[src/rtl/dut_degamma_pkg.sv]
// dut_degamma_pkg -- shared constants and helpers for the de-gamma stage.
//
// Contents:
//   DEF_IN_DW / DEF_OUT_DW : default channel widths (8-bit in, 12-bit out)
//   MAX_CODE               : output full-scale code
//   KNOT_TABLE             : 17 knots of the 2.2-power curve,
//                            K[i] = round(4095*((16*i)/255)^2.2), K[16] = 4095
//   interp_sum()           : final add of the interpolation, with optional
//                            rounding and saturation at MAX_CODE
//
// Build option: DEGAMMA_ROUND_EN -- when defined the interpolated term is
// rounded to nearest instead of truncated.
package dut_degamma_pkg;

  localparam int DEF_IN_DW  = 8;
  localparam int DEF_OUT_DW = 12;

  localparam logic [11:0] MAX_CODE = 12'd4095;

  localparam logic [11:0] KNOT_TABLE [0:16] = '{
    12'd0,    12'd9,    12'd43,   12'd104,
    12'd196,  12'd320,  12'd477,  12'd670,
    12'd899,  12'd1165, 12'd1469, 12'd1811,
    12'd2193, 12'd2616, 12'd3079, 12'd3584,
    12'd4095
  };

  // base + prod/16, where prod = (K[i+1]-K[i]) * f. Saturates at MAX_CODE.
  function automatic logic [11:0] interp_sum(input logic [11:0] base,
                                             input logic [15:0] prod);
    logic [16:0] prod_adj;
    logic [12:0] sum;
`ifdef DEGAMMA_ROUND_EN
    prod_adj = {1'b0, prod} + 17'd8;
`else
    prod_adj = {1'b0, prod};
`endif
    sum = {1'b0, base} + prod_adj[16:4];
    return (sum > {1'b0, MAX_CODE}) ? MAX_CODE : sum[11:0];
  endfunction

endpackage

[src/rtl/dut_degamma_lut_interp.sv]
// degamma_lut_interp -- one colour channel of the de-gamma curve, 3 stages.
//
// Ports:
//   clk       in   pixel clock
//   rstn      in   asynchronous active-low reset
//   x_in      in   8-bit gamma-encoded code (stage 0)
//   en_in     in   1 = apply curve, 0 = bit-replication bypass (stage 0)
//   de_s2_in  in   data enable aligned with this block's stage-2 data;
//                  output is forced to 0 when low
//   y_out     out  12-bit linear code, valid 3 cycles after x_in
//
// Stage 1: register code, fraction, both neighbouring knots and mode.
// Stage 2: multiply the knot difference by the fraction.
// Stage 3: add, apply full-scale override / bypass / DE gating, register.
//
// Build option: DEGAMMA_ROUND_EN (see dut_degamma_pkg::interp_sum).
module degamma_lut_interp
  import dut_degamma_pkg::*;
(
  input  logic                  clk,
  input  logic                  rstn,
  input  logic [DEF_IN_DW-1:0]  x_in,
  input  logic                  en_in,
  input  logic                  de_s2_in,
  output logic [DEF_OUT_DW-1:0] y_out
);

  logic [7:0]  x_s1_reg;
  logic [3:0]  f_s1_reg;
  logic [11:0] lo_s1_reg;
  logic [11:0] hi_s1_reg;
  logic        en_s1_reg;

  logic [7:0]  x_s2_reg;
  logic [11:0] lo_s2_reg;
  logic [15:0] prod_s2_reg;
  logic        en_s2_reg;

  logic [11:0] y_reg;

  logic [4:0]  idx_lo;
  logic [4:0]  idx_hi;
  logic [11:0] diff;
  logic [15:0] prod_next;
  logic [11:0] y_next;

  always_comb begin
    idx_lo    = {1'b0, x_in[7:4]};
    idx_hi    = idx_lo + 5'd1;
    // Knots are monotonic, so the difference never wraps.
    diff      = hi_s1_reg - lo_s1_reg;
    prod_next = {4'd0, diff} * {12'd0, f_s1_reg};

    if (!de_s2_in) begin
      y_next = '0;
    end else if (!en_s2_reg) begin
      y_next = {x_s2_reg, x_s2_reg[7:4]};
    end else if (x_s2_reg == 8'hFF) begin
      // 255 lands between K[15] and K[16] with f=15; force true full scale.
      y_next = MAX_CODE;
    end else begin
      y_next = interp_sum(lo_s2_reg, prod_s2_reg);
    end
  end

  always_ff @(posedge clk or negedge rstn) begin
    if (!rstn) begin
      x_s1_reg    <= '0;
      f_s1_reg    <= '0;
      lo_s1_reg   <= '0;
      hi_s1_reg   <= '0;
      en_s1_reg   <= 1'b0;
      x_s2_reg    <= '0;
      lo_s2_reg   <= '0;
      prod_s2_reg <= '0;
      en_s2_reg   <= 1'b0;
      y_reg       <= '0;
    end else begin
      x_s1_reg    <= x_in;
      f_s1_reg    <= x_in[3:0];
      lo_s1_reg   <= KNOT_TABLE[idx_lo];
      hi_s1_reg   <= KNOT_TABLE[idx_hi];
      en_s1_reg   <= en_in;
      x_s2_reg    <= x_s1_reg;
      lo_s2_reg   <= lo_s1_reg;
      prod_s2_reg <= prod_next;
      en_s2_reg   <= en_s1_reg;
      y_reg       <= y_next;
    end
  end

  assign y_out = y_reg;

endmodule

[src/rtl/dut_degamma.sv]
// dut_degamma -- pixel-domain de-gamma: 8-bit gamma RGB in, 12-bit linear out.
//
// Ports:
//   clk             in   pixel clock
//   rstn            in   asynchronous active-low reset
//   vsync_in        in   frame sync, active high
//   de_in           in   data enable, active high
//   r_in/g_in/b_in  in   IN_DW-bit gamma-encoded pixel
//   reg_degamma_en  in   1 = apply curve, 0 = bypass; taken only at the
//                        rising edge of vsync_in and held for that frame
//   vsync_out       out  vsync_in delayed 3 cycles
//   de_out          out  de_in delayed 3 cycles
//   r_out/g_out/b_out out OUT_DW-bit linear pixel, 0 whenever de_out is 0
//
// Fixed 3-cycle latency, one pixel per clock, no backpressure. The curve
// table is built for 8-bit in / 12-bit out; other widths are rejected at
// elaboration. Output geometry must equal input geometry; the timing
// parameters are informational only.
//
// Build option: DEGAMMA_ROUND_EN -- round instead of truncate when
// interpolating between knots.
module dut_degamma
  import dut_degamma_pkg::*;
#(
  parameter int IN_DW           = DEF_IN_DW,
  parameter int OUT_DW          = DEF_OUT_DW,
  parameter int MAXIMUM         = 4095,
  parameter int IN_WIDTH        = 24,
  parameter int IN_HEIGHT       = 36,
  parameter int I_VSYNC_WIDTH   = 1,
  parameter int I_V_BACK_PORCH  = 1,
  parameter int I_V_FRONT_PORCH = 1,
  parameter int I_HSYNC_WIDTH   = 1,
  parameter int I_H_BACK_PORCH  = 10,
  parameter int I_H_FRONT_PORCH = 10,
  parameter int OUT_WIDTH       = 24,
  parameter int OUT_HEIGHT      = 36,
  parameter int O_VSYNC_WIDTH   = 1,
  parameter int O_V_BACK_PORCH  = 1,
  parameter int O_V_FRONT_PORCH = 1,
  parameter int O_HSYNC_WIDTH   = 1,
  parameter int O_H_BACK_PORCH  = 6,
  parameter int O_H_FRONT_PORCH = 6
) (
  input  logic              clk,
  input  logic              rstn,
  input  logic              vsync_in,
  input  logic              de_in,
  input  logic [IN_DW-1:0]  r_in,
  input  logic [IN_DW-1:0]  g_in,
  input  logic [IN_DW-1:0]  b_in,
  input  logic              reg_degamma_en,
  output logic              vsync_out,
  output logic              de_out,
  output logic [OUT_DW-1:0] r_out,
  output logic [OUT_DW-1:0] g_out,
  output logic [OUT_DW-1:0] b_out
);

  localparam bit CFG_OK =
      (IN_DW == DEF_IN_DW) && (OUT_DW == DEF_OUT_DW) &&
      (MAXIMUM == (1 << OUT_DW) - 1) &&
      (OUT_WIDTH == IN_WIDTH) && (OUT_HEIGHT == IN_HEIGHT) &&
      (I_VSYNC_WIDTH >= 0) && (I_V_BACK_PORCH >= 0) && (I_V_FRONT_PORCH >= 0) &&
      (I_HSYNC_WIDTH >= 0) && (I_H_BACK_PORCH >= 0) && (I_H_FRONT_PORCH >= 0) &&
      (O_VSYNC_WIDTH >= 0) && (O_V_BACK_PORCH >= 0) && (O_V_FRONT_PORCH >= 0) &&
      (O_HSYNC_WIDTH >= 0) && (O_H_BACK_PORCH >= 0) && (O_H_FRONT_PORCH >= 0);

  if (!CFG_OK) begin : g_cfg_error
    $error("dut_degamma: unsupported width/geometry configuration");
  end

  logic       vsync_prev_reg;
  logic       en_frame_reg;
  logic [2:0] vsync_dly_reg;
  logic [2:0] de_dly_reg;

  logic vsync_rise;
  logic en_pix;

  logic [DEF_IN_DW-1:0]  x_ch [3];
  logic [DEF_OUT_DW-1:0] y_ch [3];

  assign vsync_rise = vsync_in & ~vsync_prev_reg;
  // A pixel sampled on the frame-start edge already uses the new mode.
  assign en_pix     = vsync_rise ? reg_degamma_en : en_frame_reg;

  always_ff @(posedge clk or negedge rstn) begin
    if (!rstn) begin
      vsync_prev_reg <= 1'b0;
      en_frame_reg   <= 1'b0;
      vsync_dly_reg  <= '0;
      de_dly_reg     <= '0;
    end else begin
      vsync_prev_reg <= vsync_in;
      if (vsync_rise) begin
        en_frame_reg <= reg_degamma_en;
      end
      vsync_dly_reg <= {vsync_dly_reg[1:0], vsync_in};
      de_dly_reg    <= {de_dly_reg[1:0], de_in};
    end
  end

  assign x_ch[0] = r_in;
  assign x_ch[1] = g_in;
  assign x_ch[2] = b_in;

  for (genvar gi = 0; gi < 3; gi++) begin : g_ch
    degamma_lut_interp u_interp (
      .clk      (clk),
      .rstn     (rstn),
      .x_in     (x_ch[gi]),
      .en_in    (en_pix),
      .de_s2_in (de_dly_reg[1]),
      .y_out    (y_ch[gi])
    );
  end

  assign r_out     = y_ch[0];
  assign g_out     = y_ch[1];
  assign b_out     = y_ch[2];
  assign vsync_out = vsync_dly_reg[2];
  assign de_out    = de_dly_reg[2];

endmodule

[config.mk]
export PLATFORM = sky130hd
export DESIGN_NAME = dut_degamma
export DESIGN_NICKNAME = d
export VERILOG_FILES = /design/src/rtl/dut_degamma_pkg.sv /design/src/rtl/dut_degamma_lut_interp.sv /design/src/rtl/dut_degamma.sv
export SDC_FILE = /design/constraint.sdc
export NUM_CORES = 1
export LEC_CHECK = 0
export CORE_ASPECT_RATIO = 0.9
export CORE_MARGIN = 5
export CORE_UTILIZATION = 40
export CTS_CLUSTER_DIAMETER = 200
export DETAILED_ROUTE_END_ITERATION = 12
export PLACE_DENSITY_LB_ADDON = 0.1
export SYNTH_ARGS = -nofsm -noshare
export SYNTH_HDL_FRONTEND = slang
export SYNTH_SLANG_ARGS = --single-unit
[constraint.sdc]
create_clock -name clk -period 5 [get_ports clk]
set_clock_uncertainty 0.2 [all_clocks]
set_input_delay 0.5 -clock clk [delete_from_list [all_inputs] [get_ports clk]]
set_output_delay 0.5 -clock clk [all_outputs]
set_load 0.01 [all_outputs]
* Word-level counts from Yosys, hierarchy flattened *
Memories as Yosys holds them, arrays and structs flattened. A register that Yosys moved wholly into a read port is not among the register bits.
Cells that the tools add are included.

word-level totals
  word-level logic and storage cells = 73
  ROM bits = 2,304
  register bits after elaboration = 189
  memories = 6
  bits of input ports = 29
  output and inout bits = 38

memory list
  memory            depth  bits a word  read ports  clocked after memory_dff  wr ports  line                          RTL
  (name not given)  32     12           1           1                         0         dut_degamma_lut_interp.sv:81  lo_s1_reg <= KNOT_TABLE[idx_lo];
  (name not given)  32     12           1           1                         0         dut_degamma_lut_interp.sv:81
  (name not given)  32     12           1           1                         0         dut_degamma_lut_interp.sv:82  hi_s1_reg <= KNOT_TABLE[idx_hi];
  (name not given)  32     12           1           1                         0         dut_degamma_lut_interp.sv:81
  (name not given)  32     12           1           1                         0         dut_degamma_lut_interp.sv:82
  (name not given)  32     12           1           1                         0         dut_degamma_lut_interp.sv:82

cells by class
  reductions and logical operators = 6
  multipliers = 3
  muxes and demuxes = 12
  $add $sub $neg = 9
  magnitude comparators = 3
  equality and inequality tests = 3
  bitwise logic cells = 8

operator list
  kind                                                                                count
  12-bit 2-to-1 mux                                                                   12
  12-bit by 4-bit multiplier with 16-bit output                                       3
  12-bit by 12-bit adder with 13-bit output                                           3
  13-bit by 12-bit greater-than comparator with 1-bit output (second input constant)  3
  12-bit subtractor                                                                   3
  8-bit == test (second input constant)                                               3
  4-bit NOT with 6-bit output                                                         3
  5-bit NOT with 6-bit output                                                         3
  4-bit by 1-bit adder with 5-bit output (second input constant)                      3
  1-bit logical NOT                                                                   6
  1-bit AND                                                                           1
  1-bit NOT                                                                           1

* Longest topological paths before layout *
  depth after elaboration = 6
  gate-level depth with buffers = 22
  depth with buffers taken out = 22

* Hierarchy *
A second synthesis with hierarchy kept.

unflattened totals
  cell total of the unflattened synthesis = 1,628
  area total of the unflattened synthesis = 15,875.2 µm²

by module, submodules not included
  module                                 area each (µm²)  cells an instance  seq. area each (µm²)  times used
  degamma_lut_interp (g_ch[2].u_interp)  5,328.9          551                1,951.9               1
  degamma_lut_interp (g_ch[1].u_interp)  5,216.3          540                1,951.9               1
  degamma_lut_interp (g_ch[0].u_interp)  5,133.7          528                1,951.9               1
  dut_degamma                            196.4            9                  175.2                 1

* Least setup slack after synthesis *
OpenSTA, ideal clock, no wires.

  path type = register to register
  from = register g_ch[2].u_interp.hi_s1_reg[0]
  to = register g_ch[2].u_interp.prod_s2_reg[15]
  data arrival time = 4.456 ns
  path buffers = 0
  setup slack = 0.264 ns
  required time = 4.720 ns
  cell stages (with the launch flop) = 22
  cell sequence = dfrtp_1 > inv_1 > ha_1 > inv_1 > fa_1 > a21o_1 > a21oi_1 > o21ai_0 > xor2_1 > and2_1 > fa_1 > inv_1 > fa_1 > inv_1 > ha_1 > or3_1 > a21oi_1 > a31oi_1 > a21oi_2 > a21oi_2 > o41ai_1 > xnor2_1

between the ends
  cells in the longest elaborated chain, start to end = 2

ends and longest elaborated chain
  element                                        line                          RTL
  start: declaration                             dut_degamma_lut_interp.sv:31  logic [11:0] hi_s1_reg;
  12-bit subtractor                              dut_degamma_lut_interp.sv:51  diff = hi_s1_reg - lo_s1_reg;
  12-bit by 4-bit multiplier with 16-bit output  dut_degamma_lut_interp.sv:52  prod_next = {4'd0, diff} * {12'd0, f_s1_reg};
  net g_ch[2].u_interp.prod_next[15]             dut_degamma_lut_interp.sv:44  logic [15:0] prod_next;
  end signal: assignment                         dut_degamma_lut_interp.sv:86  prod_s2_reg <= prod_next;
  end: declaration                               dut_degamma_lut_interp.sv:36  logic [15:0] prod_s2_reg;

The timed path passes the listed nets, and every way through them passes these cells.
A chain may end at the register's enable or synchronous reset.

* Worst setup path after layout *
  from = register g_ch[0].u_interp.lo_s1_reg[0]
  to = register g_ch[0].u_interp.prod_s2_reg[14]

between the ends
  cells in the longest elaborated chain, start to end = 2

ends and longest elaborated chain
  element                                        line                          RTL
  start: declaration                             dut_degamma_lut_interp.sv:30  logic [11:0] lo_s1_reg;
  12-bit subtractor                              dut_degamma_lut_interp.sv:51
  12-bit by 4-bit multiplier with 16-bit output  dut_degamma_lut_interp.sv:52
  net g_ch[0].u_interp.prod_next[14]             dut_degamma_lut_interp.sv:44
  end signal: assignment                         dut_degamma_lut_interp.sv:86
  end: declaration                               dut_degamma_lut_interp.sv:36

The timed path passes the listed nets, and every way through them passes these cells.

==> results.json <==
{
  "synth_edf_count": 0,
  "tightest_slew_ns": 0.905,
  "cts_buffer_depth": 3,
  "slew_headroom_pct": 39.7,
  "period_share_pct": 95.4,
  "pwr-share-clk_pct": 20.8,
  "first_global_vias": 10823,
  "ys_seq_area_share_pct": 39.1,
  "fillCellCount": 3512,
  "grt_pass1_wl_mm": 57.1,
  "regArea_sq_um": 5910,
  "intPower_w": 0.00638,
  "postLayoutCoreUtil_pct": 47.1,
  "ff2ff_path_depth": 19,
  "layout-drive-gt1-share_pct": 6.75,
  "switching_share_pct": 39.2,
  "syn_inst": 1561,
  "slowest_stage": "fa_1",
  "p_comb_share_pct": 55.3,
  "max-vdd-ir-drop_mv": 0.251,
  "nets": 1874,
  "cts_tree": "built",
  "worstSetupPathType": "reg2reg",
  "coreArea_sq_um": 37300,
  "max_freq_mhz": 210,
  "status": "finished clean",
  "rsz0062_at_grt": "true",
  "routed_via_density": 5.04,
  "worstReg2RegStart": "g_ch[0].u_interp.lo_s1_reg[0]",
  "grt_start_max_net_pins": 106,
  "num_io_pins": 67,
  "cts.sinks": 236,
  "hold_viol": 0,
  "rows": 67,
  "syn_avg_cell_area_sq_um": 9.68,
  "p_sw_w": 0.00411,
  "maxCapViolCount": 0,
  "wl_per_cell_um": 16.1,
  "cp-startpoint": "g_ch[0].u_interp.lo_s1_reg[0]",
  "die_w_um": 215,
  "syn_nets": 1809,
  "layout_min_cycle_time_ns": 4.77,
  "multi_input_area_sq_um": 8590,
  "vias": 10732,
  "r2r_setup_slack_ns": 0.23,
  "synth_ff_type": "dfrtp_1",
  "synthDistinctLibCells": 62,
  "cp_cell_sequence": "ha_1, fa_2, nor2b_1, o21ai_1, nand2_2, xor2_2, and2_4, fa_1, inv_1, fa_1, inv_1, ha_4, and2_1, or3b_4, and3_4, or3b_4, o211ai_2, a21oi_1, xnor2_1",
  "grt_usage_pct": 16.5,
  "drt_first_pass_iters": 5,
  "io_buffers": 66,
  "ys_warn_count": 0,
  "gr-total-overflow": 0,
  "antenna_left": 0,
  "min_path_type": "reg2reg",
  "p_seq_share_pct": 23.9,
  "clk-insertion-delay-late_ns": 0.53,
  "endpoint": "g_ch[0].u_interp.prod_s2_reg[14]",
  "endpoint_kind": "flop",
  "r2r-end": "g_ch[0].u_interp.prod_s2_reg[14]",
  "crit_arrival_ns": 4.99,
  "area_delta_synth_final_pct": 16.2,
  "netlist_area_sq_um": 15100,
  "chipHeight_um": 194,
  "cts_buffers": 27,
  "initial_core_util_pct": 40.5,
  "holdWs_ns": 0.143,
  "routed_wirelength_mm": 34.4,
  "root_buffer": "clkbuf_16",
  "leakage_nw": 8.32,
  "dieArea_sq_um": 41800,
  "worstPathRequired_ns": 5.22,
  "antenna_found_initial": 1,
  "clk_pin_slew_ns": 0.06,
  "startpoint_type": "flop",
  "place_hpwl_mm": 26.3,
  "cp_max_fo": 4,
  "async_flop_share_pct": 100,
  "total_power_w": 0.0105,
  "drc": 0,
  "htreeDepth": 1,
  "tns_ns": 0,
  "ys_ff_latch": 236,
  "pwr_density_cell_nw_per_um2": 598,
  "setup_viol": 0,
  "drt-initial-drc-count": 665,
  "maxSlewViolCount": 0,
  "place.gp.congestion": 0.855,
  "max_stage_delay_ns": 0.52
}
## cell type report
class                           count  share of cell area, %
Clock inverter                     16                   1.53
Antenna cell                        1                 0.0143
Tap cell                          483                   3.44
Sequential cell                   236                   33.6
Clock buffer                       32                   4.13
Inverter                          169                   3.61
Timing Repair Buffer               85                   4.69
Multi-Input combinational cell   1107                   48.9
## cells by family after synthesis
group | Yosys count | share of synthesized area [%]
compound gates | 346 | 13.7
xor+xnor | 94 | 5.45
fa+ha+maj | 219 | 21.3
buf+inv | 218 | 5.47
flops | 236 | 39.1
mux | 11 | 0.745
simple gates | 437 | 14.3
## stage by stage
| stage | cell area (sq um) | setup WS, ns | cells |
|---|---|---|---|
| global route | 17600 | -0.0444 | 2128 |
| finish | 17600 | 0.229 | 2129 |
| CTS | 17300 | 0.00682 | 2126 |
| floorplan | 15100 | 0.264 | 1561 |
| global placement | 16300 | 0.0604 | 2076 |
| detailed placement | 16300 | -0.0533 | 2076 |
## repair_timing
action,in CTS,in global routing
hold buffers,1,0
gates resized for setup,2,44
pin swaps,1,16
setup endpoints to repair,3,16
setup buffers,1,2
gates cloned,0,0
endpoints found under the hold margin,72,0
## cells in the mapped netlist, drive strengths merged (13+ instances only)
library cell / n / area, sq um
clkbuf: 42 / 159
inv: 167 / 627
xor2: 35 / 307
nand2: 115 / 432
o21ai: 96 / 480
ha: 156 / 1950
fa: 63 / 1260
nor2b: 19 / 119
and2: 96 / 601
o21a: 14 / 105
a21oi: 129 / 653
dfrtp: 236 / 5910
a21o: 19 / 143
nand2b: 17 / 106
nor3: 21 / 105
nand3: 14 / 70.1
o211ai: 13 / 103
xnor2: 59 / 517
nor2: 112 / 420
## power groups by stage
stage	logic [W]	clock network, W	registers [W]
6_report	0.00580	0.00219	0.00250
5_1_grt	0.00663	0.00233	0.00255
4_1_cts	0.00561	0.00225	0.00251
3_5_place_dp	0.00554	0	0.00255
3_3_place_gp	0.00546	0	0.00254
2_1_floorplan	0.00416	0	0.00250
## per-layer routing
layer	routed length [um]	GRT usage (%)
met2	16300	27.5
met5	7	0
met3	1190	2.60
met4	610	3.01
met1	16300	23.3
## critical path: cells and delay by family (launching register included)
family / cells / cell delay, ns
adders and majority gates: 5 / 1.82
and+or+nand+nor: 7 / 1.53
DFF: 1 / 0.38
AOI/OAI and AO/OA: 3 / 0.39
buffers and inverters: 2 / 0.11
xor gates and xnor gates: 2 / 0.22
## worst min path at each step
stage / to / depth (start not counted) / slack (ns) / start
finish: g_ch[1].u_interp.x_s2_reg[5] / 0 / 0.14 / g_ch[1].u_interp.x_s1_reg[5]
global route: g_ch[0].u_interp.x_s2_reg[4] / 0 / 0.15 / g_ch[0].u_interp.x_s1_reg[4]
CTS: g_ch[2].u_interp.x_s2_reg[5] / 0 / 0.14 / g_ch[2].u_interp.x_s1_reg[5]
detailed placement: g_ch[0].u_interp.x_s2_reg[6] / 0 / 0.13 / g_ch[0].u_interp.x_s1_reg[6]
global placement: g_ch[1].u_interp.x_s2_reg[5] / 0 / 0.13 / g_ch[1].u_interp.x_s1_reg[5]
floorplan: de_dly_reg[0] / 0 / 0.004 / rstn
## cell usage in the layout (no fill, tap or decap), types with 57 or more instances in the layout
cell type / count
a21oi_1: 120
and2_1: 94
clkdlybuf4s50_1: 65
dfrtp_1: 236
fa_1: 60
ha_1: 154
inv_1: 166
nand2_1: 114
nor2_1: 112
o21ai_0: 90
xnor2_1: 57
Power figures use the tool's default switching activity.
